`config.mk`:
```
export PLATFORM = sky130hd
export DESIGN_NAME = exception_ctrl_flat
export DESIGN_NICKNAME = d
export VERILOG_FILES = /design/src/rtl/exc_pkg.sv /design/src/rtl/exception_ctrl_if.sv /design/src/rtl/exc_prio_enc.sv /design/src/rtl/exception_ctrl.sv /design/src/flat_wrapper.sv
export SDC_FILE = /design/constraint.sdc
export NUM_CORES = 1
export LEC_CHECK = 0
export BUFFER_PORTS_ARGS = -buffer_cell sky130_fd_sc_hd__clkbuf_2
export CAP_MARGIN = 20
export CORE_UTILIZATION = 49
export CTS_BUF_LIST = sky130_fd_sc_hd__clkbuf_8 sky130_fd_sc_hd__clkbuf_16
export DETAILED_ROUTE_END_ITERATION = 8
export PLACE_DENSITY = 0.85
export SYNTH_ARGS = -nofsm -noshare
export SYNTH_HDL_FRONTEND = slang
export SYNTH_SLANG_ARGS = --single-unit
export TNS_END_PERCENT = 100
```
`constraint.sdc`:
```
create_clock -name clk -period 4.8 [get_ports clk]
set_input_delay 0.24 -clock clk [delete_from_list [all_inputs] [get_ports clk]]
set_output_delay 0.24 -clock clk [all_outputs]
set_load 0.01 [all_outputs]
```
`src/rtl/exc_pkg.sv`:
```
// exc_pkg: exception cause codes, vector offsets and FSM/select enums shared by the exception unit.
package exc_pkg;
    localparam logic [4:0] EX_INT  = 5'd0;
    localparam logic [4:0] EX_MOD  = 5'd1;
    localparam logic [4:0] EX_TLBL = 5'd2;
    localparam logic [4:0] EX_TLBS = 5'd3;
    localparam logic [4:0] EX_ADEL = 5'd4;
    localparam logic [4:0] EX_ADES = 5'd5;
    localparam logic [4:0] EX_SYS  = 5'd8;
    localparam logic [4:0] EX_BP   = 5'd9;
    localparam logic [4:0] EX_RI   = 5'd10;
    localparam logic [4:0] EX_OV   = 5'd12;
    localparam logic [4:0] EX_TR   = 5'd13;
    localparam logic [11:0] VEC_REFILL  = 12'h000;
    localparam logic [11:0] VEC_GENERAL = 12'h180;
    typedef enum logic [1:0] {IDLE, REDIRECT, DRAIN} state_e;
    typedef enum logic [1:0] {BAD_NONE, BAD_INST, BAD_DATA} bad_sel_e;
endpackage

```
`src/rtl/exception_ctrl_if.sv`:
```
// exception_ctrl_if: commit-point sources in, CP0 writes and fetch redirect out.
interface exception_ctrl_if #(
    parameter int INT_LINES  = 8,
    parameter int EXC_CODE_W = 5
);
    logic [INT_LINES-1:0]  int_pending;
    logic [INT_LINES-1:0]  int_mask;
    logic                  int_enable;
    logic                  exl_in;
    logic                  bev;
    logic [19:0]           ebase;
    logic                  inst_miss, inst_invalid, inst_illegal;
    logic                  data_miss, data_invalid, data_dirty, data_illegal;
    logic                  data_we;
    logic                  syscall, brk, trap, unknown_inst, overflow, eret;
    logic                  commit_valid;
    logic                  in_delayslot;
    logic [31:0]           commit_pc, data_vaddr, epc_in;
    logic                  fetch_outstanding;
    logic                  exc_now;
    logic                  flush;
    logic                  wr_exp, badvaddr_we, clear_exl;
    logic [EXC_CODE_W-1:0] exp_code;
    logic [31:0]           epc;
    logic                  bd;
    logic [31:0]           badvaddr;
    logic [31:0]           new_pc;
    modport master (
        output int_pending, int_mask, int_enable, exl_in, bev, ebase,
               inst_miss, inst_invalid, inst_illegal,
               data_miss, data_invalid, data_dirty, data_illegal, data_we,
               syscall, brk, trap, unknown_inst, overflow, eret,
               commit_valid, in_delayslot, commit_pc, data_vaddr, epc_in, fetch_outstanding,
        input  exc_now, flush, wr_exp, badvaddr_we, clear_exl, exp_code, epc, bd, badvaddr, new_pc
    );
    modport slave (
        input  int_pending, int_mask, int_enable, exl_in, bev, ebase,
               inst_miss, inst_invalid, inst_illegal,
               data_miss, data_invalid, data_dirty, data_illegal, data_we,
               syscall, brk, trap, unknown_inst, overflow, eret,
               commit_valid, in_delayslot, commit_pc, data_vaddr, epc_in, fetch_outstanding,
        output exc_now, flush, wr_exp, badvaddr_we, clear_exl, exp_code, epc, bd, badvaddr, new_pc
    );
endinterface

```
`src/rtl/exc_prio_enc.sv`:
```
// exc_prio_enc: picks the highest-priority pending event and its code, vector and BadVAddr source.
module exc_prio_enc
    import exc_pkg::*;
(
    input  logic       int_hit_i,
    input  logic       commit_valid_i,
    input  logic       data_we_i,
    input  logic       inst_miss_i,
    input  logic       inst_invalid_i,
    input  logic       inst_illegal_i,
    input  logic       data_miss_i,
    input  logic       data_invalid_i,
    input  logic       data_dirty_i,
    input  logic       data_illegal_i,
    input  logic       syscall_i,
    input  logic       brk_i,
    input  logic       trap_i,
    input  logic       unknown_inst_i,
    input  logic       overflow_i,
    input  logic       eret_i,
    output logic       exc_hit_o,
    output logic [4:0] code_o,
    output logic       refill_o,
    output bad_sel_e   bad_sel_o,
    output logic       is_eret_o
);
    logic [4:0] tlb_code, adr_code;
    assign tlb_code = data_we_i ? EX_TLBS : EX_TLBL;
    assign adr_code = data_we_i ? EX_ADES : EX_ADEL;
    // Interrupts bypass commit_valid: a bubble still carries the resume PC.
    always_comb begin
        exc_hit_o = 1'b1;
        code_o    = EX_INT;
        refill_o  = 1'b0;
        bad_sel_o = BAD_NONE;
        is_eret_o = 1'b0;
        if (int_hit_i) code_o = EX_INT;
        else if (!commit_valid_i) exc_hit_o = 1'b0;
        else if (data_dirty_i && data_we_i) begin code_o = EX_MOD; bad_sel_o = BAD_DATA; end
        else if (inst_miss_i) begin code_o = EX_TLBL; refill_o = 1'b1; bad_sel_o = BAD_INST; end
        else if (data_miss_i) begin code_o = tlb_code; refill_o = 1'b1; bad_sel_o = BAD_DATA; end
        else if (inst_invalid_i) begin code_o = EX_TLBL; bad_sel_o = BAD_INST; end
        else if (data_invalid_i) begin code_o = tlb_code; bad_sel_o = BAD_DATA; end
        else if (inst_illegal_i) begin code_o = EX_ADEL; bad_sel_o = BAD_INST; end
        else if (data_illegal_i) begin code_o = adr_code; bad_sel_o = BAD_DATA; end
        else if (syscall_i) code_o = EX_SYS;
        else if (brk_i) code_o = EX_BP;
        else if (trap_i) code_o = EX_TR;
        else if (unknown_inst_i) code_o = EX_RI;
        else if (overflow_i) code_o = EX_OV;
        else if (eret_i) is_eret_o = 1'b1;
        else exc_hit_o = 1'b0;
    end
endmodule

```
`src/rtl/exception_ctrl.sv`:
```
// exception_ctrl: commit-point exception arbiter; registers CP0 updates and holds flush until fetch drains.
module exception_ctrl
    import exc_pkg::*;
#(
    parameter int          INT_LINES  = 8,
    parameter logic [31:0] RESET_BASE = 32'hBFC00200,
    parameter int          EXC_CODE_W = 5
) (
    input logic              clk,
    input logic              resetn,
    exception_ctrl_if.slave  bus
);
    state_e                state_q, state_d;
    logic [INT_LINES-1:0]  int_req;
    logic                  exc_hit, refill, is_eret, exc_now;
    logic [4:0]            code;
    bad_sel_e              bad_sel;
    logic [31:0]           vec_base;
    logic [11:0]           vec_off;
    logic                  wr_exp_q, badvaddr_we_q, clear_exl_q, bd_q;
    logic [EXC_CODE_W-1:0] exp_code_q;
    logic [31:0]           epc_q, badvaddr_q, new_pc_q;
    assign int_req = bus.int_pending & bus.int_mask;
    exc_prio_enc u_enc (
        .int_hit_i      (|int_req && bus.int_enable),
        .commit_valid_i (bus.commit_valid),
        .data_we_i      (bus.data_we),
        .inst_miss_i    (bus.inst_miss),
        .inst_invalid_i (bus.inst_invalid),
        .inst_illegal_i (bus.inst_illegal),
        .data_miss_i    (bus.data_miss),
        .data_invalid_i (bus.data_invalid),
        .data_dirty_i   (bus.data_dirty),
        .data_illegal_i (bus.data_illegal),
        .syscall_i      (bus.syscall),
        .brk_i          (bus.brk),
        .trap_i         (bus.trap),
        .unknown_inst_i (bus.unknown_inst),
        .overflow_i     (bus.overflow),
        .eret_i         (bus.eret),
        .exc_hit_o      (exc_hit),
        .code_o         (code),
        .refill_o       (refill),
        .bad_sel_o      (bad_sel),
        .is_eret_o      (is_eret)
    );
    // Sources seen while flushing belong to squashed instructions.
    assign exc_now  = exc_hit && (state_q == IDLE);
    assign vec_base = bus.bev ? RESET_BASE : {bus.ebase, 12'h000};
    assign vec_off  = (refill && !bus.exl_in) ? VEC_REFILL : VEC_GENERAL;
    always_ff @(posedge clk or negedge resetn) begin
        if (!resetn) state_q <= IDLE;
        else state_q <= state_d;
    end
    always_comb begin
        state_d = state_q;
        state_d = (state_q == IDLE) ? (exc_now ? REDIRECT : IDLE)
                                    : (bus.fetch_outstanding ? DRAIN : IDLE);
    end
    always_ff @(posedge clk or negedge resetn) begin
        if (!resetn) begin
            wr_exp_q      <= 1'b0;
            badvaddr_we_q <= 1'b0;
            clear_exl_q   <= 1'b0;
            bd_q          <= 1'b0;
            exp_code_q    <= '0;
            epc_q         <= '0;
            badvaddr_q    <= '0;
            new_pc_q      <= '0;
        end else begin
            wr_exp_q      <= exc_now && !is_eret;
            clear_exl_q   <= exc_now && is_eret;
            badvaddr_we_q <= exc_now && (bad_sel != BAD_NONE);
            if (exc_now) begin
                new_pc_q <= is_eret ? bus.epc_in : vec_base + {20'h0, vec_off};
                if (!is_eret) exp_code_q <= EXC_CODE_W'(code);
                // A nested exception keeps the EPC of the original one.
                if (!is_eret && !bus.exl_in) begin
                    epc_q <= bus.in_delayslot ? bus.commit_pc - 32'd4 : bus.commit_pc;
                    bd_q  <= bus.in_delayslot;
                end
                if (bad_sel != BAD_NONE) badvaddr_q <= (bad_sel == BAD_INST) ? bus.commit_pc : bus.data_vaddr;
            end
        end
    end
    assign bus.exc_now     = exc_now;
    assign bus.flush       = (state_q != IDLE);
    assign bus.wr_exp      = wr_exp_q;
    assign bus.badvaddr_we = badvaddr_we_q;
    assign bus.clear_exl   = clear_exl_q;
    assign bus.exp_code    = exp_code_q;
    assign bus.epc         = epc_q;
    assign bus.bd          = bd_q;
    assign bus.badvaddr    = badvaddr_q;
    assign bus.new_pc      = new_pc_q;
endmodule

```
`src/flat_wrapper.sv`:
```
// flat-port wrapper written by rule: the top's interface ports become plain ports
module exception_ctrl_flat import exc_pkg::*;
#(
    parameter int          INT_LINES  = 8,
    parameter logic [31:0] RESET_BASE = 32'hBFC00200,
    parameter int          EXC_CODE_W = 5
)
  (clk, resetn, bus_int_pending, bus_int_mask, bus_int_enable, bus_exl_in, bus_bev, bus_ebase, bus_inst_miss, bus_inst_invalid, bus_inst_illegal, bus_data_miss, bus_data_invalid, bus_data_dirty, bus_data_illegal, bus_data_we, bus_syscall, bus_brk, bus_trap, bus_unknown_inst, bus_overflow, bus_eret, bus_commit_valid, bus_in_delayslot, bus_commit_pc, bus_data_vaddr, bus_epc_in, bus_fetch_outstanding, bus_exc_now, bus_flush, bus_wr_exp, bus_badvaddr_we, bus_clear_exl, bus_exp_code, bus_epc, bus_bd, bus_badvaddr, bus_new_pc);
  exception_ctrl_if #(.INT_LINES(INT_LINES), .EXC_CODE_W(EXC_CODE_W)) bus_i ();
  input logic clk;
  input logic resetn;
  input wire logic [$bits(bus_i.int_pending)-1:0] bus_int_pending;
  input wire logic [$bits(bus_i.int_mask)-1:0] bus_int_mask;
  input wire logic [$bits(bus_i.int_enable)-1:0] bus_int_enable;
  input wire logic [$bits(bus_i.exl_in)-1:0] bus_exl_in;
  input wire logic [$bits(bus_i.bev)-1:0] bus_bev;
  input wire logic [$bits(bus_i.ebase)-1:0] bus_ebase;
  input wire logic [$bits(bus_i.inst_miss)-1:0] bus_inst_miss;
  input wire logic [$bits(bus_i.inst_invalid)-1:0] bus_inst_invalid;
  input wire logic [$bits(bus_i.inst_illegal)-1:0] bus_inst_illegal;
  input wire logic [$bits(bus_i.data_miss)-1:0] bus_data_miss;
  input wire logic [$bits(bus_i.data_invalid)-1:0] bus_data_invalid;
  input wire logic [$bits(bus_i.data_dirty)-1:0] bus_data_dirty;
  input wire logic [$bits(bus_i.data_illegal)-1:0] bus_data_illegal;
  input wire logic [$bits(bus_i.data_we)-1:0] bus_data_we;
  input wire logic [$bits(bus_i.syscall)-1:0] bus_syscall;
  input wire logic [$bits(bus_i.brk)-1:0] bus_brk;
  input wire logic [$bits(bus_i.trap)-1:0] bus_trap;
  input wire logic [$bits(bus_i.unknown_inst)-1:0] bus_unknown_inst;
  input wire logic [$bits(bus_i.overflow)-1:0] bus_overflow;
  input wire logic [$bits(bus_i.eret)-1:0] bus_eret;
  input wire logic [$bits(bus_i.commit_valid)-1:0] bus_commit_valid;
  input wire logic [$bits(bus_i.in_delayslot)-1:0] bus_in_delayslot;
  input wire logic [$bits(bus_i.commit_pc)-1:0] bus_commit_pc;
  input wire logic [$bits(bus_i.data_vaddr)-1:0] bus_data_vaddr;
  input wire logic [$bits(bus_i.epc_in)-1:0] bus_epc_in;
  input wire logic [$bits(bus_i.fetch_outstanding)-1:0] bus_fetch_outstanding;
  output wire logic [$bits(bus_i.exc_now)-1:0] bus_exc_now;
  output wire logic [$bits(bus_i.flush)-1:0] bus_flush;
  output wire logic [$bits(bus_i.wr_exp)-1:0] bus_wr_exp;
  output wire logic [$bits(bus_i.badvaddr_we)-1:0] bus_badvaddr_we;
  output wire logic [$bits(bus_i.clear_exl)-1:0] bus_clear_exl;
  output wire logic [$bits(bus_i.exp_code)-1:0] bus_exp_code;
  output wire logic [$bits(bus_i.epc)-1:0] bus_epc;
  output wire logic [$bits(bus_i.bd)-1:0] bus_bd;
  output wire logic [$bits(bus_i.badvaddr)-1:0] bus_badvaddr;
  output wire logic [$bits(bus_i.new_pc)-1:0] bus_new_pc;
  assign bus_i.int_pending = bus_int_pending;
  assign bus_i.int_mask = bus_int_mask;
  assign bus_i.int_enable = bus_int_enable;
  assign bus_i.exl_in = bus_exl_in;
  assign bus_i.bev = bus_bev;
  assign bus_i.ebase = bus_ebase;
  assign bus_i.inst_miss = bus_inst_miss;
  assign bus_i.inst_invalid = bus_inst_invalid;
  assign bus_i.inst_illegal = bus_inst_illegal;
  assign bus_i.data_miss = bus_data_miss;
  assign bus_i.data_invalid = bus_data_invalid;
  assign bus_i.data_dirty = bus_data_dirty;
  assign bus_i.data_illegal = bus_data_illegal;
  assign bus_i.data_we = bus_data_we;
  assign bus_i.syscall = bus_syscall;
  assign bus_i.brk = bus_brk;
  assign bus_i.trap = bus_trap;
  assign bus_i.unknown_inst = bus_unknown_inst;
  assign bus_i.overflow = bus_overflow;
  assign bus_i.eret = bus_eret;
  assign bus_i.commit_valid = bus_commit_valid;
  assign bus_i.in_delayslot = bus_in_delayslot;
  assign bus_i.commit_pc = bus_commit_pc;
  assign bus_i.data_vaddr = bus_data_vaddr;
  assign bus_i.epc_in = bus_epc_in;
  assign bus_i.fetch_outstanding = bus_fetch_outstanding;
  assign bus_exc_now = bus_i.exc_now;
  assign bus_flush = bus_i.flush;
  assign bus_wr_exp = bus_i.wr_exp;
  assign bus_badvaddr_we = bus_i.badvaddr_we;
  assign bus_clear_exl = bus_i.clear_exl;
  assign bus_exp_code = bus_i.exp_code;
  assign bus_epc = bus_i.epc;
  assign bus_bd = bus_i.bd;
  assign bus_badvaddr = bus_i.badvaddr;
  assign bus_new_pc = bus_i.new_pc;
  exception_ctrl #(.INT_LINES(INT_LINES), .RESET_BASE(RESET_BASE), .EXC_CODE_W(EXC_CODE_W)) u_core (.clk(clk), .resetn(resetn), .bus(bus_i));
endmodule
```
[Yosys cells after proc, flatten, opt, wreduce, memory -nomap -nowiden]
Index checks and enable logic that the tools add are counted.
Operators by class
  multiplexer cells: 67
  reduce and logical (&&, ||, !) cells: 17
  add/subtract/negate cells: 2
  bitwise gates (word level): 2
  equal/unequal tests: 1
Operator list (count)
  32-bit two-way mux: 4
  1-bit two-way mux: 37
  5-bit two-way mux: 7
  32-bit by 12-bit adder with 32-bit output: 1
  32-bit by 3-bit subtractor with 32-bit output (second input constant): 1
  4-bit two-way mux: 7
  2-bit two-way mux: 11
  9-bit two-way mux: 1
  8-bit AND: 1
  1-bit logical AND: 8
  8-bit OR reduction: 1
  2-bit AND reduction: 3
  2-bit nonzero test: 2
  2-bit by 1-bit == test with 1-bit output (second input constant): 1
  1-bit logical NOT: 2
  2-bit logical NOT: 1
  1-bit inverter: 1
Storage, ports and cells
  logic and storage cells: 98
  output and inout bits: 107
  input bits: 154
  register bits after elaboration: 107

[Depth between registers and ports, before layout]
  depth after elaboration: 18
  mapped depth: 7
  mapped depth without buffers: 7

[By module]
Synthesis repeated with hierarchy kept, for this count alone.
Second synthesis, totals
  cell total of the unflattened synthesis: 558
  area, all modules: 5337.6 um2
Modules (own cells, without submodules)
  exception_ctrl: cells an instance 517, times used 1, seq. area each 2677.6 um2, area an instance 5096.1 um2
  exc_prio_enc: cells an instance 41, times used 1, seq. area each 0.0 um2, area an instance 241.5 um2

[Worst setup path before layout]
Ideal clock, no wire load.
  path kind: in2out
  start: input port bus_data_invalid
  end: output port bus_exc_now
  stages on the path: 6
  arrival time: 1685 ps
  path slack: 2875 ps
  required time: 4560 ps
  buffers on the path: 1
  path through: nor4_1 -> nand4_1 -> nor2_1 -> a2bb2oi_1 -> clkbuf_1 -> inv_1
Between the ends
  longest elaborated chain between the ends: 8
Ends and longest elaborated chain
  from (decl): RTL line flat_wrapper.sv:22  | input wire logic [$bits(bus_i.data_invalid)-1:0] bus_data_invalid;
  1-bit two-way mux: RTL line exc_prio_enc.sv:43  | else if (data_invalid_i) begin code_o = tlb_code; bad_sel_o = BAD_DATA; end
  1-bit two-way mux: RTL line exc_prio_enc.sv:42  | else if (inst_invalid_i) begin code_o = EX_TLBL; bad_sel_o = BAD_INST; end
  1-bit two-way mux: RTL line exc_prio_enc.sv:41  | else if (data_miss_i) begin code_o = tlb_code; refill_o = 1'b1; bad_sel_o = BAD_DATA; end
  1-bit two-way mux: RTL line exc_prio_enc.sv:40  | else if (inst_miss_i) begin code_o = EX_TLBL; refill_o = 1'b1; bad_sel_o = BAD_INST; end
  1-bit two-way mux: RTL line exc_prio_enc.sv:39  | else if (data_dirty_i && data_we_i) begin code_o = EX_MOD; bad_sel_o = BAD_DATA; end
  1-bit two-way mux: RTL line exc_prio_enc.sv:38  | else if (!commit_valid_i) exc_hit_o = 1'b0;
  1-bit two-way mux: RTL line exc_prio_enc.sv:37  | if (int_hit_i) code_o = EX_INT;
  1-bit logical AND: RTL line exception_ctrl.sv:48  | assign exc_now = exc_hit && (state_q == IDLE);
  to (decl): RTL line flat_wrapper.sv:38  | output wire logic [$bits(bus_i.exc_now)-1:0] bus_exc_now;
No other way between the ends.

[Final worst setup path]
Same ends and word-level chain as after synthesis.

==> results.md <==
Status:
- The flow ran to the end, and the final reports show no timing, DRC or antenna violations.

Global route:
- Across every metal layer, demand over resource in global routing totals 28.9%.
- Entering global routing, the biggest net connects 66 pins.
- The number of global-route vias before repair is 4950.
- The overflow left after global routing is 0.
- The first-pass GRT wire length is 24800 um.
- The initial antenna violation count is 0.

Detailed routing:
- After detailed routing, the total wire length is 15100 um.
- The total DRC errors in the routed layout is 0.
- The via-per-instance ratio is 5.43.
- The first routing iteration left 316 violations.
- The overall via count from detail_route is 4788.
- The pre-antenna-repair detailed-routing pass consisted of 5 iterations.
- The final routed wire length divided by cell count is 17.1 um.
- The remaining antenna violation count after routing is 0.

Place:
- The final weighted congestion in routability-driven placement is 0.910.
- Detailed placement ended at an HPWL of 11300 um.
- Buffers placed on the I/O ports in this run total 259.
- The post-place setup slack is 2.51 ns.
- Summing all placed instances gives a cell area of 0.00652 sq mm.

Finish:
- The proportion of layout cells with a drive suffix above 1 is 39.9%.
- The total number of nets in the final design is 900.
- Compared with the post-synthesis result, the final layout area differs by 32.0%.
- The top cell types in the final layout, fill and taps aside, are sky130_fd_sc_hd__clkbuf_2, sky130_fd_sc_hd__dfrtp_1, sky130_fd_sc_hd__nor2_1.
- The post-layout instance area is 0.00671 sq mm.
- 0 antenna diodes ended up in the layout.
- Leaving out fill and tap cells, the most frequent cell in the layout is sky130_fd_sc_hd__clkbuf_2.

Floorplan:
- The starting density of the core is 51.3%.
- The die is 104 um tall.
- In this run the core area contains 36 standard-cell rows.
- The area of the die is 0.0108 sq mm.
- The width of the die is 104 um.
- After floorplanning, the core was sized to cover 0.00991 sq mm.
- The number of I/O pins is 261.

Yosys:
- The share of the Yosys chip area taken by registers is 52.2%.
- Among all flip-flop cells after synthesis, the most frequent one is sky130_fd_sc_hd__dfrtp_1.
- Of all flip-flops after synthesis, the portion carrying an async set or reset was 100%.
- Averaged over all synthesized cells, the footprint is 10.3 sq um.
- By area the synthesized netlist is led by sky130_fd_sc_hd__dfrtp_1, sky130_fd_sc_hd__mux2i_1, sky130_fd_sc_hd__nor2_1, sky130_fd_sc_hd__a221o_1, sky130_fd_sc_hd__xnor2_1.
- The area fraction in compound gates after synthesis is 15.5%.
- The synthesized netlist occupies a cell area of 0.00508 sq mm.
- The total of warnings raised by yosys is 0.
- Summing the areas of all xor and xnor instances in the mapped netlist gives 5.00% of the synthesized area.
- The biggest area contributor in the post-synthesis netlist is sky130_fd_sc_hd__dfrtp_1.
- Of the post-synthesis cell area, the part taken by muxes is 7.19%.
- The combinational family with the most area after synthesis is simple AND/OR/NAND/NOR gates.
- Yosys mapped a number of flops with a built-in enable equal to 0.
- Synthesis instantiated 48 different standard cells from the library.
- The synthesized netlist devotes 16.7% of its cell area to simple gates.
- The fraction of synthesized cell area taken by the top area cell type is 52.2%.
- The synthesized netlist devotes 0.246% of its cell area to adder and majority cells.
- The count of mapped cells out of synthesis is 495.
- When the netlist entered floorplanning its net count stood at 650.
- The flop and latch count out of synthesis is 106.

Timing:
- The shortest clock period the worst path allows after layout is 2.35 ns.
- Based on the critical path, the design can be clocked at up to 425 MHz.
- The final setup slack of the worst path is 2.45 ns.
- In this run the tightest slew margin relative to its limit is 28.0%.
- Setup repair after global routing left no endpoint under its margin.
- The slew at the pin closest to its max-slew limit is 1.07 ns.
- The max-slew violation total from the final report is 0.
- The share of the cycle needed by the critical path after routing is 49.0%.
- The setup total negative slack is 0 ns.
- The number of setup violations in the final report is 0.
- The worst hold slack after final layout is 0.0936 ns.
- The total count of hold-check failures in the final report is 0.
- On the final layout, the worst clock skew is 0.0194 ns.

Critical path:
- The worst-path cell with the longest stage delay is sky130_fd_sc_hd__nor4_1.
- The worst setup path endpoint is bus_exc_now.
- The element type at the critical path end is an output port.
- The kind of cell with the highest combined delay along the critical path is simple AND/OR/NAND/NOR gates.
- By startpoint and endpoint, the worst setup path is classified as in2out.
- The worst register-to-register path has a setup slack of 2.72 ns.
- The number of cell instances on the worst register-to-register path is 6.
- Data on the critical path arrives at its endpoint at 2.11 ns.
- Walking the worst path, the cells encountered are clkbuf_2, nor4_1, nand4_1, nor2_1, a2bb2oi_2, buf_4, inv_1, clkbuf_2.
- The startpoint class of the critical path is an input pin.
- In this run the critical register-to-register path is captured at u_core.bus.badvaddr[1]$_DFFE_PN0P_.
- The data required time at the worst endpoint is 4.56 ns.
- The stage delay of the slowest cell on the critical path is 0.45 ns.
- By instance count, the cell type seen most on the critical path is sky130_fd_sc_hd__clkbuf_2.
- The worst reg2reg path startpoint is u_core.state_q[0]$_DFF_PN0_.
- The source of the critical timing path is bus_data_invalid.
- In this run the number of cells on the critical path is 8.
- Together, buffers and inverters on the worst path number 4.
- Of all nets on the critical path, the largest fanout is 33.

CTS:
- CTS placed an instance of sky130_fd_sc_hd__clkbuf_8 at the clock tree root.
- The TritonCTS clock tree is built.
- The clock latency at the later pin of the worst-skew pair is 0.36 ns.
- The number of buffers created by CTS is 9.
- Clock-pin slew was measured on the worst setup and hold paths at 0.09 ns.
- Post-CTS repair changed the size of 0 cells.
- For this design, the sink count on the clock tree is 106.
- The number of setup buffers added after CTS is 0.
- The number of H-tree levels is 3.
- The number of buffers on the longest clock path is 2.

Power and ir drop:
- The ratio of total power to cell area is 457 mW/mm^2.
- The static power due to leakage is 3.39 nW.
- The worst supply voltage drop on vdd is 0.000282 V.
- The total power draw is 3.06 mW.

Job:
- Across the run, the number of max-cap violations was 0.

Worst hold path:
- The worst hold path class is in2reg.
- The worst hold path begins at bus_epc_in[1].
==> per-stage QoR <==
step | cells | util, %
floorplan | 495 | -
global placement | 866 | 65.8
detailed placement | 866 | 65.8
CTS | 882 | 67.7
global route | 882 | 67.7
finish | 882 | 67.7
==> synthesized netlist by cell type, types with 2 or more instances <==
cell type,count
sky130_fd_sc_hd__a22oi_1,4
sky130_fd_sc_hd__clkbuf_1,22
sky130_fd_sc_hd__and2_1,3
sky130_fd_sc_hd__xor2_1,6
sky130_fd_sc_hd__mux2i_1,32
sky130_fd_sc_hd__mux2_2,4
sky130_fd_sc_hd__a41oi_1,2
sky130_fd_sc_hd__a22o_1,9
sky130_fd_sc_hd__nor4b_1,2
sky130_fd_sc_hd__nor4_4,2
sky130_fd_sc_hd__or4_4,2
sky130_fd_sc_hd__a21oi_1,37
sky130_fd_sc_hd__or3_1,4
sky130_fd_sc_hd__xnor2_1,23
sky130_fd_sc_hd__inv_1,9
sky130_fd_sc_hd__or4_1,2
sky130_fd_sc_hd__nand2_1,42
sky130_fd_sc_hd__nor2_1,63
sky130_fd_sc_hd__a221o_1,23
sky130_fd_sc_hd__o21ai_1,14
sky130_fd_sc_hd__nor3_1,16
sky130_fd_sc_hd__buf_2,4
sky130_fd_sc_hd__nor3b_1,11
sky130_fd_sc_hd__nand4_1,2
sky130_fd_sc_hd__o21ai_0,22
sky130_fd_sc_hd__nor4_1,6
sky130_fd_sc_hd__nand3_1,2
sky130_fd_sc_hd__dfrtp_1,106
sky130_fd_sc_hd__nand4_2,2
==> per-layer routing <==
metal  vias up  share of wire [%]  GRT usage [%]  routed length, um
li1       2283                  -              -                  -
met5         -                  0              0                  0
met1      2284                 41           35.5               6120
met3        13                7.1           7.24               1070
met2       208                 51           50.8               7720
met4         0                1.0           7.35                157
==> where the power goes <==
part	internal [mW]	switching (mW)	total, mW
combinational	0.485	0.657	1.14
clock	0.215	0.290	0.505
sequential	1.22	0.198	1.42
==> worst min-delay path by stage <==
| stage | endpoint | slack, ns | depth (start not counted) |
|---|---|---|---|
| detailed placement | u_core.bus.badvaddr[1]$_DFFE_PN0P_ | 0.34 | 1 |
| global placement | u_core.bus.badvaddr[1]$_DFFE_PN0P_ | 0.33 | 1 |
| floorplan | u_core.bus.badvaddr[0]$_DFFE_PN0P_ | -0.06 | 0 |
| CTS | u_core.bus.new_pc[1]$_DFFE_PN0P_ | 0.08 | 2 |
| global route | u_core.bus.new_pc[4]$_DFFE_PN0P_ | 0.07 | 2 |
| finish | u_core.bus.new_pc[1]$_DFFE_PN0P_ | 0.09 | 2 |
==> what timing repair did <==
item                                    in CTS  in global routing
hold buffers                                 1                  0
endpoints found under the setup margin       0                  0
endpoints found under the hold margin       56                  0
==> flip-flops by register name (all words and copies together), names as in the netlist <==
signal                  flops
u_core.bus.badvaddr        32
u_core.bus.epc             32
u_core.bus.new_pc          32
u_core.bus.exp_code         4
u_core.state_q              2
u_core.bus.badvaddr_we      1
u_core.bus.bd               1
u_core.bus.clear_exl        1
u_core.bus.wr_exp           1
==> kinds of logic after synthesis <==
family                     count (synthesis)
AOI/OAI and AO/OA                        119
xor gates and xnor gates                  29
adders and majority gates                  1
buffers and inverters                     37
DFF                                      106
muxes                                     36
other                                      1
and+or+nand+nor                          166
==> worst reg2reg max path: cells and delay by family, from the launching register on <==
family,cells,cell delay [ns]
flops,1,0.38
simple gates,4,0.90
compound gates,1,0.17
buf+inv,1,0.56
==> final cells by class <==
type	instances	area [sq um]
well taps	133	166
inverters	9	33.8
repair buffers	267	1360
clock inverters	4	28.8
fillers	794	3200
multi-input cells	352	2310
flip-flops and latches	106	2650
clock buffers	11	151
(Power assumes the default switching activity.)
